==> config.mk <==
export PLATFORM = sky130hd
export DESIGN_NAME = peridot_pfc_bank_flat
export DESIGN_NICKNAME = d
export VERILOG_FILES = /design/src/rtl/peridot_pfc_pkg.sv /design/src/rtl/peridot_pfc_bank_if.sv /design/src/rtl/peridot_pfc_sync2.sv /design/src/rtl/peridot_pfc_bank.sv /design/src/flat_wrapper.sv
export SDC_FILE = /design/constraint.sdc
export NUM_CORES = 1
export LEC_CHECK = 0
export BUFFER_PORTS_ARGS = -buffer_cell sky130_fd_sc_hd__buf_2
export CAP_MARGIN = 15
export CORE_ASPECT_RATIO = 1.25
export CORE_UTILIZATION = 60
export DETAILED_ROUTE_END_ITERATION = 6
export PLACE_DENSITY = 0.95
export SETUP_SLACK_MARGIN = 0.4
export SLEW_MARGIN = 15
export SYNTH_ARGS = -nofsm -noshare
export SYNTH_HDL_FRONTEND = slang
export SYNTH_HIERARCHICAL = 1
export SYNTH_SLANG_ARGS = --single-unit
==> constraint.sdc <==
create_clock -name csi_clk -period 2.45 [get_ports csi_clk]
set_clock_uncertainty 0.05 [all_clocks]
set_input_delay 0.3675 -clock csi_clk [delete_from_list [all_inputs] [get_ports csi_clk]]
set_output_delay 0.3675 -clock csi_clk [all_outputs]
set_load 0.05 [all_outputs]
==> src/rtl/peridot_pfc_pkg.sv <==
// Shared constants for the PERIDOT pin function controller banks:
// command bus layout, register offsets, pin/function codes and reset values.
package peridot_pfc_pkg;

  localparam int CMD_WR_BIT   = 36;
  localparam int CMD_ADDR_MSB = 35;
  localparam int CMD_ADDR_LSB = 32;

  localparam logic [1:0] REG_DIN     = 2'd0;
  localparam logic [1:0] REG_DOUT    = 2'd1;
  localparam logic [1:0] REG_PINFUNC = 2'd2;
  localparam logic [1:0] REG_FUNCPIN = 2'd3;

  localparam logic [3:0] PINFUNC_HIZ       = 4'h0;
  localparam logic [3:0] PINFUNC_GPIO      = 4'h1;
  localparam logic [3:0] PINFUNC_FUNC_BASE = 4'h8;
  localparam logic [3:0] FUNCPIN_ZERO      = 4'h8;

  localparam logic [7:0]  DOUT_RESET    = 8'h00;
  localparam logic [31:0] PINFUNC_RESET = 32'h0000_0000;
  localparam logic [31:0] FUNCPIN_RESET = 32'h8888_8888;

  // One bit per physical pin that actually exists in a bank of the given width.
  function automatic logic [7:0] pin_mask(input int width);
    logic [7:0] m;
    m = '0;
    for (int i = 0; i < 8; i++) begin
      m[i] = (i < width);
    end
    return m;
  endfunction

endpackage

==> src/rtl/peridot_pfc_bank_if.sv <==
// Command/response bus between the PFC Avalon-MM interface stage and a bank.
// The command is valid every cycle; there is no ready: a bank accepts a write on
// every edge where the strobe is high and it is selected, and resp is always valid.
interface peridot_pfc_bank_if;
  import peridot_pfc_pkg::*;

  logic [36:0] coe_pfc_cmd;
  logic [31:0] coe_pfc_resp;

  modport master (output coe_pfc_cmd, input coe_pfc_resp);
  modport slave  (input coe_pfc_cmd, output coe_pfc_resp);

endinterface

==> src/rtl/peridot_pfc_sync2.sv <==
// Generic N-bit two-flop synchronizer with synchronous, active-high reset.
module peridot_pfc_sync2 #(
  parameter int N = 8
) (
  input  logic         clk,
  input  logic         rst,
  input  logic [N-1:0] d,
  output logic [N-1:0] q
);

  logic [N-1:0] meta;

  always_ff @(posedge clk) begin
    if (rst) begin
      meta <= '0;
      q    <= '0;
    end else begin
      meta <= d;
      q    <= meta;
    end
  end

endmodule

==> src/rtl/peridot_pfc_bank.sv <==
// One 8-pin PFC bank: GPIO/pinfunc/funcpin registers, read-response mux,
// pin output mux (registered) and function input routing (combinational).
module peridot_pfc_bank
  import peridot_pfc_pkg::*;
#(
  parameter int BANK_ID   = 0,
  parameter int PIN_WIDTH = 8
) (
  input  logic                 csi_clk,
  input  logic                 rsi_reset,
  peridot_pfc_bank_if.slave    pfc,
  input  logic [7:0]           coe_pin_in,
  output logic [7:0]           coe_pin_out,
  output logic [7:0]           coe_pin_oe,
  input  logic [7:0]           coe_func_out,
  input  logic [7:0]           coe_func_oe,
  output logic [7:0]           coe_func_in
);

  localparam logic [1:0] BANK_SEL = 2'(BANK_ID);
  localparam logic [7:0] PIN_MASK = pin_mask(PIN_WIDTH);

  logic        sel;
  logic        wr;
  logic [1:0]  offset;
  logic [31:0] wdata;

  logic [7:0]  dout_q;
  logic [31:0] pinfunc_q;
  logic [31:0] funcpin_q;

  logic [7:0]  din_sync;
  logic [7:0]  din;
  logic [7:0]  pin_raw;
  logic [7:0]  pin_out_nxt;
  logic [7:0]  pin_oe_nxt;
  logic [31:0] resp;

  assign sel    = (pfc.coe_pfc_cmd[CMD_ADDR_MSB -: 2] == BANK_SEL);
  assign offset = pfc.coe_pfc_cmd[CMD_ADDR_LSB +: 2];
  assign wdata  = pfc.coe_pfc_cmd[31:0];
  assign wr     = pfc.coe_pfc_cmd[CMD_WR_BIT] & sel;

  // wdata[15:8] protects the matching dout bit from this write.
  always_ff @(posedge csi_clk) begin
    if (rsi_reset) begin
      dout_q    <= DOUT_RESET;
      pinfunc_q <= PINFUNC_RESET;
      funcpin_q <= FUNCPIN_RESET;
    end else if (wr) begin
      case (offset)
        REG_DOUT:    dout_q    <= (dout_q & wdata[15:8]) | (wdata[7:0] & ~wdata[15:8]);
        REG_PINFUNC: pinfunc_q <= wdata;
        REG_FUNCPIN: funcpin_q <= wdata;
        default:     ;
      endcase
    end
  end

  peridot_pfc_sync2 #(.N(8)) u_din_sync (
    .clk (csi_clk),
    .rst (rsi_reset),
    .d   (coe_pin_in),
    .q   (din_sync)
  );

  assign din     = din_sync & PIN_MASK;
  assign pin_raw = coe_pin_in & PIN_MASK;

  always_comb begin
    logic [3:0] code;
    code        = PINFUNC_HIZ;
    pin_out_nxt = '0;
    pin_oe_nxt  = '0;
    for (int n = 0; n < 8; n++) begin
      code = pinfunc_q[4*n +: 4];
      if (PIN_MASK[n]) begin
        if (code >= PINFUNC_FUNC_BASE) begin
          pin_out_nxt[n] = coe_func_out[code[2:0]];
          pin_oe_nxt[n]  = coe_func_oe[code[2:0]];
        end else if (code == PINFUNC_GPIO) begin
          pin_out_nxt[n] = dout_q[n];
          pin_oe_nxt[n]  = 1'b1;
        end
      end
    end
  end

  always_ff @(posedge csi_clk) begin
    if (rsi_reset) begin
      coe_pin_out <= '0;
      coe_pin_oe  <= '0;
    end else begin
      coe_pin_out <= pin_out_nxt;
      coe_pin_oe  <= pin_oe_nxt;
    end
  end

  // Raw, unsynchronized pins: the receiving peripheral owns synchronization.
  always_comb begin
    logic [3:0] fcode;
    fcode       = FUNCPIN_ZERO;
    coe_func_in = '0;
    for (int f = 0; f < 8; f++) begin
      fcode = funcpin_q[4*f +: 4];
      if (fcode < FUNCPIN_ZERO) begin
        coe_func_in[f] = pin_raw[fcode[2:0]];
      end
    end
  end

  always_comb begin
    resp = '0;
    if (sel) begin
      case (offset)
        REG_DIN:     resp = {24'h0, din};
        REG_DOUT:    resp = {24'h0, dout_q};
        REG_PINFUNC: resp = pinfunc_q;
        REG_FUNCPIN: resp = funcpin_q;
        default:     resp = '0;
      endcase
    end
  end

  assign pfc.coe_pfc_resp = resp;

endmodule

==> src/flat_wrapper.sv <==
// flat-port wrapper written by rule: the top's interface ports become plain ports
module peridot_pfc_bank_flat import peridot_pfc_pkg::*;
#(
  parameter int BANK_ID   = 0,
  parameter int PIN_WIDTH = 8
)
  (csi_clk, rsi_reset, coe_pin_in, coe_pin_out, coe_pin_oe, coe_func_out, coe_func_oe, coe_func_in, pfc_coe_pfc_cmd, pfc_coe_pfc_resp);
  peridot_pfc_bank_if pfc_i ();
  input  logic csi_clk;
  input  logic rsi_reset;
  input  logic [7:0] coe_pin_in;
  output logic [7:0] coe_pin_out;
  output logic [7:0] coe_pin_oe;
  input  logic [7:0] coe_func_out;
  input  logic [7:0] coe_func_oe;
  output logic [7:0] coe_func_in;
  input wire logic [$bits(pfc_i.coe_pfc_cmd)-1:0] pfc_coe_pfc_cmd;
  output wire logic [$bits(pfc_i.coe_pfc_resp)-1:0] pfc_coe_pfc_resp;
  assign pfc_i.coe_pfc_cmd = pfc_coe_pfc_cmd;
  assign pfc_coe_pfc_resp = pfc_i.coe_pfc_resp;
  peridot_pfc_bank #(.BANK_ID(BANK_ID), .PIN_WIDTH(PIN_WIDTH)) u_core (.csi_clk(csi_clk), .rsi_reset(rsi_reset), .pfc(pfc_i), .coe_pin_in(coe_pin_in), .coe_pin_out(coe_pin_out), .coe_pin_oe(coe_pin_oe), .coe_func_out(coe_func_out), .coe_func_oe(coe_func_oe), .coe_func_in(coe_func_in));
endmodule
# Word-level counts from Yosys, hierarchy flattened
# Index checks and enable logic that the tools add are counted.
# word_totals
out_inout_bits,56
register_bits,104
input_bits,63
# classes
eq_ne,11
reduce_logical,5
mux,90
order_cmp,32
bitwise_logic,5
# ops
operator,n
one-hot mux 32 bit (4 select lines),1
binary-select mux 1 bit (select 3 bit),24
"< comparator 3 x 4 -> 1 bit, second input constant",16
2-to-1 mux 1 bit,64
"== test 4 x 1 -> 1 bit, second input constant",8
">= comparator 4 bit, second input constant",8
"< comparator 4 bit, second input constant",8
2-to-1 mux 32 bit,1
bitwise AND 8 bit,2
NOT 8 bit,1
bitwise OR 8 bit,1
AND reduction 2 bit,3
"== test 2 bit, second input constant",2
zero test 2 bit,2
"== test 2 x 1 -> 1 bit, second input constant",1
bitwise AND 1 bit,1

# Logic depth before layout (Yosys ltp)
# logic_depth
ltp_word,3
mapped_depth,6

# Cells and area by module
# Netlist, hierarchy kept.
# modules_own_cells
module,seq_area_each_um2,n_inst,cells_per_inst,area_each_um2
peridot_pfc_bank,1761.7,1,593,5676.7
peridot_pfc_sync2,320.3,1,33,464.2

# Worst setup path before layout
# Ideal clock, no wire load.
# synth_timing
kind,input to output
startpoint,in pfc_coe_pfc_cmd[33]
endpoint,out pfc_coe_pfc_resp[12]
path_buffers,4
t_arrival_ns,1.983
slack_ns,0.049
stages,6
cell_sequence,buf_4 -> or3b_1 -> buf_2 -> buf_2 -> buf_2 -> nor2_1
# synth_via
elab_chain_len,3
# synth_lines
element,line_no,text
from (decl),flat_wrapper.sv:17,input wire logic [$bits(pfc_i.coe_pfc_cmd)-1:0] pfc_coe_pfc_cmd;
== test 2 bit (tied with other cells),peridot_pfc_bank.sv:115,case (offset)
one-hot mux 32 bit (4 select lines) *,peridot_pfc_bank.sv:115,
2-to-1 mux 32 bit *,peridot_pfc_bank.sv:114,if (sel) begin
to (decl),flat_wrapper.sv:18,output wire logic [$bits(pfc_i.coe_pfc_resp)-1:0] pfc_coe_pfc_resp;
# Mark *: on every way between the ends. The rest lies on a longest branch, timed or not.

# Final worst setup path
# layout_timing
startpoint,reg u_core.funcpin_q[12]
endpoint,out coe_func_in[3]
# layout_via
elab_chain_len,3
# layout_lines
element,line_no,text
from (decl),peridot_pfc_bank.sv:30,logic [31:0] funcpin_q;
from (signal assigned),peridot_pfc_bank.sv:54,REG_FUNCPIN: funcpin_q <= wdata;
binary-select mux 1 bit (select 3 bit),peridot_pfc_bank.sv:107,coe_func_in[f] = pin_raw[fcode[2:0]];
2-to-1 mux 1 bit (implied by the code),peridot_pfc_bank.sv:107,
2-to-1 mux 1 bit *,peridot_pfc_bank.sv:106,if (fcode < FUNCPIN_ZERO) begin
to (decl),flat_wrapper.sv:16,output logic [7:0] coe_func_in;
# Mark *: on every way between the ends. The rest lies on a longest branch, timed or not. The select of a mux whose other input is x is not followed.

==> results.toml <==
[floorplanning]
core-area_mm2 = 0.00976
die-area_mm2 = 0.0106
start_util = 0.629
die_y_um = 115
num_io_pins = 119
rows = 40
die_x_um = 92.5

[drt]
first_pass_iters = 7
vias = 6362
drt_iter0_markers = 1365
drc = 0
wire_per_inst_um = 24.7
ant_nets = 0
routed_wl_mm = 21.2
vias_per_cell = 7.42

[worst_setup_path]
endpoint_kind = "output port"
required_ns = 2.03
startpoint_type = "flop"
worst_ep_arrival_time_ns = 1.75
critPathMaxFanout = 3
crit_path_max_incr_delay_ns = 0.52
worst-setup-path-type = "flop to output port"
path_cells = "mux4_2 -> mux2i_1 -> nor2_1 -> buf_6"
cp_slowest_cell = "mux4_2"

[clocking]
htree_levels = 3
clock_latency_ns = 0.36
cts-hold-fix-buffers = 0
clock_path_buffers = 2
cts_buffers = 9
cts_sinks = 104
root_buffer = "clkbuf_16"
cts_tree = "done"
cts.clk_slew.worst_paths_ns = 0.08

[final_layout]
fin_util = 0.763
final_cell_mix = "dfxtp_1, buf_2, a21oi_1"
syn2layout_area_growth_pct = 21.3
nNetsFinal = 789
antennaDiodeCount = 0
drive_gt1_frac = 0.395
final_common_cell = "dfxtp_1"

[timing]
tns_ns = 0
period_share = 0.886
worst_slew_pin_slew_ns = 0.757
relSlewSlack = 0.495
max_freq_mhz = 460
maxSlewViolCount = 0
report.final.hold_viol_count = 0
setup_viol = 0
rsz0062_at_grt = "yes"
min_period_ns = 2.17

[logic_synthesis]
ys_ff_latch = 104
synth_largest_area_cell = "dfxtp_1"
yosys.cell_types.count = 35
synth_top_area_frac = 0.339
avgSynthCellArea_um2 = 9.81
synth_area_mm2 = 0.00614
seq_area_frac_synth = 0.339
synth.area.top_cells = "dfxtp_1, mux4_2, mux4_1"
yosysWarningCount = 6
postSynthCellCount = 626
synth_nets = 689

[grt]
grt_pass1_vias = 5947
overflow = 0
grt_max_degree = 39
gr-usage-all-layers = 0.393
antenna_found_initial = 0
grt_pass1_wl_mm = 32.1

[power]
p_leak_uw = 0.00276
ir_drop_mv = 0.416
p_per_area_mw_per_mm2 = 522

[min_path]
hold_class = "input pin to flop"

[placed_design]
gp_congestion = 0.942
io_buffers = 118
hpwl_mm = 13.9

[status]
outcome = "completed"

[run]
drv_cap = 0
through the flow:
stage	cells	total power (µW)	area, µm²	worst slack (ns)	hold WS, ns
after floorplan	626	2080	6220	0.217	0.364
after global placement	837	2260	6870	0.370	0.370
after detailed placement	837	2280	6870	0.286	0.379
after CTS	854	3840	7350	0.311	0.225
after global routing	857	3980	7450	0.268	0.222
final	857	3880	7450	0.278	0.234
cell families after synthesis:
| family | Yosys count | share of synthesized area |
|---|---|---|
| buffers and inverters | 81 | 0.0640 |
| AND/OR/NAND/NOR | 169 | 0.164 |
| AO/OA/AOI/OAI | 169 | 0.167 |
| flip-flops | 104 | 0.339 |
| multiplexers | 103 | 0.266 |
cells in the mapped netlist:
master / count
inv_1: 23
and4bb_2: 1
nor3b_1: 1
nor2b_2: 7
nand2_1: 4
nor2b_1: 12
or2_0: 7
buf_1: 1
buf_4: 1
nor2_1: 32
mux4_2: 27
o41ai_1: 8
mux2i_1: 32
and2_1: 1
buf_2: 20
buf_6: 8
a221oi_1: 15
mux4_1: 14
a211oi_1: 2
mux2_2: 30
and3_1: 8
clkbuf_1: 28
o221ai_1: 15
or2_2: 8
or3b_1: 1
and2b_2: 6
dfxtp_1: 104
nand3_1: 56
or4b_1: 7
nand4bb_1: 8
o21ai_0: 57
a211o_1: 8
nor4b_1: 1
nand2b_1: 9
a21oi_1: 64
final cells by class:
cell class	instances	area (µm²)
multi-input cells	441	3780
well taps	126	158
fillers	621	2310
clock inverters	7	103
flip-flops and latches	104	2120
inverters	23	86.3
clock buffers	9	225
repair buffers	147	981
per-layer routing:
layer	vias to the layer above	part of all wire	wire length [µm]	GRT usage
met5	-	0	0	0
met4	0	0.060	1270	0.220
met3	170	0.14	2910	0.0582
met2	695	0.46	9830	0.625
met1	2916	0.34	7200	0.516
li1	2581	-	-	-
power by group:
| group | leakage [µW] | internal (µW) | total (µW) | switching [µW] |
|---|---|---|---|---|
| Combinational | 0.00176 | 218 | 543 | 324 |
| Clock | 0.000157 | 907 | 1600 | 692 |
| Sequential | 0.000851 | 1710 | 1740 | 31.4 |
final timing paths:
| kind | startpoint | end | slack [ns] | cells past startpoint |
|---|---|---|---|---|
| hold reg to reg | u_core/u_din_sync/meta[3]$_SDFF_PP0_ | u_core/u_din_sync/q[3]$_SDFF_PP0_ | 0.39 | 1 |
| setup reg to reg | u_core/pinfunc_q[20]$_SDFFE_PP0P_ | u_core/coe_pin_out[5]$_SDFF_PP0_ | 0.59 | 3 |
| setup / recovery | u_core/funcpin_q[12]$_SDFFE_PP0P_ | coe_func_in[3] | 0.28 | 4 |
| hold / removal | pfc_coe_pfc_cmd[25] | u_core/pinfunc_q[25]$_SDFFE_PP0P_ | 0.23 | 3 |
registers in the layout, indices dropped and copies added (netlist names), named ones only:
| signal | count |
|---|---|
| u_core/funcpin_q | 32 |
| u_core/pinfunc_q | 32 |
| u_core/coe_pin_oe | 8 |
| u_core/coe_pin_out | 8 |
| u_core/u_din_sync/meta | 8 |
| u_core/u_din_sync/q | 8 |
critical path, delay by kind of cell, from the launching register on:
kind / cells / cell delay [ns]
flops: 1 / 0.38
buf+inv: 1 / 0.17
simple gates: 1 / 0.11
mux: 2 / 0.74
what timing repair did:
action | in CTS | in global routing
pin swaps | 0 | 2
gates cloned | 0 | 1
setup buffers | 1 | 2
resized for setup | 59 | 18
endpoints found under the setup margin | 39 | 23
Power figures use the tool's default switching activity.
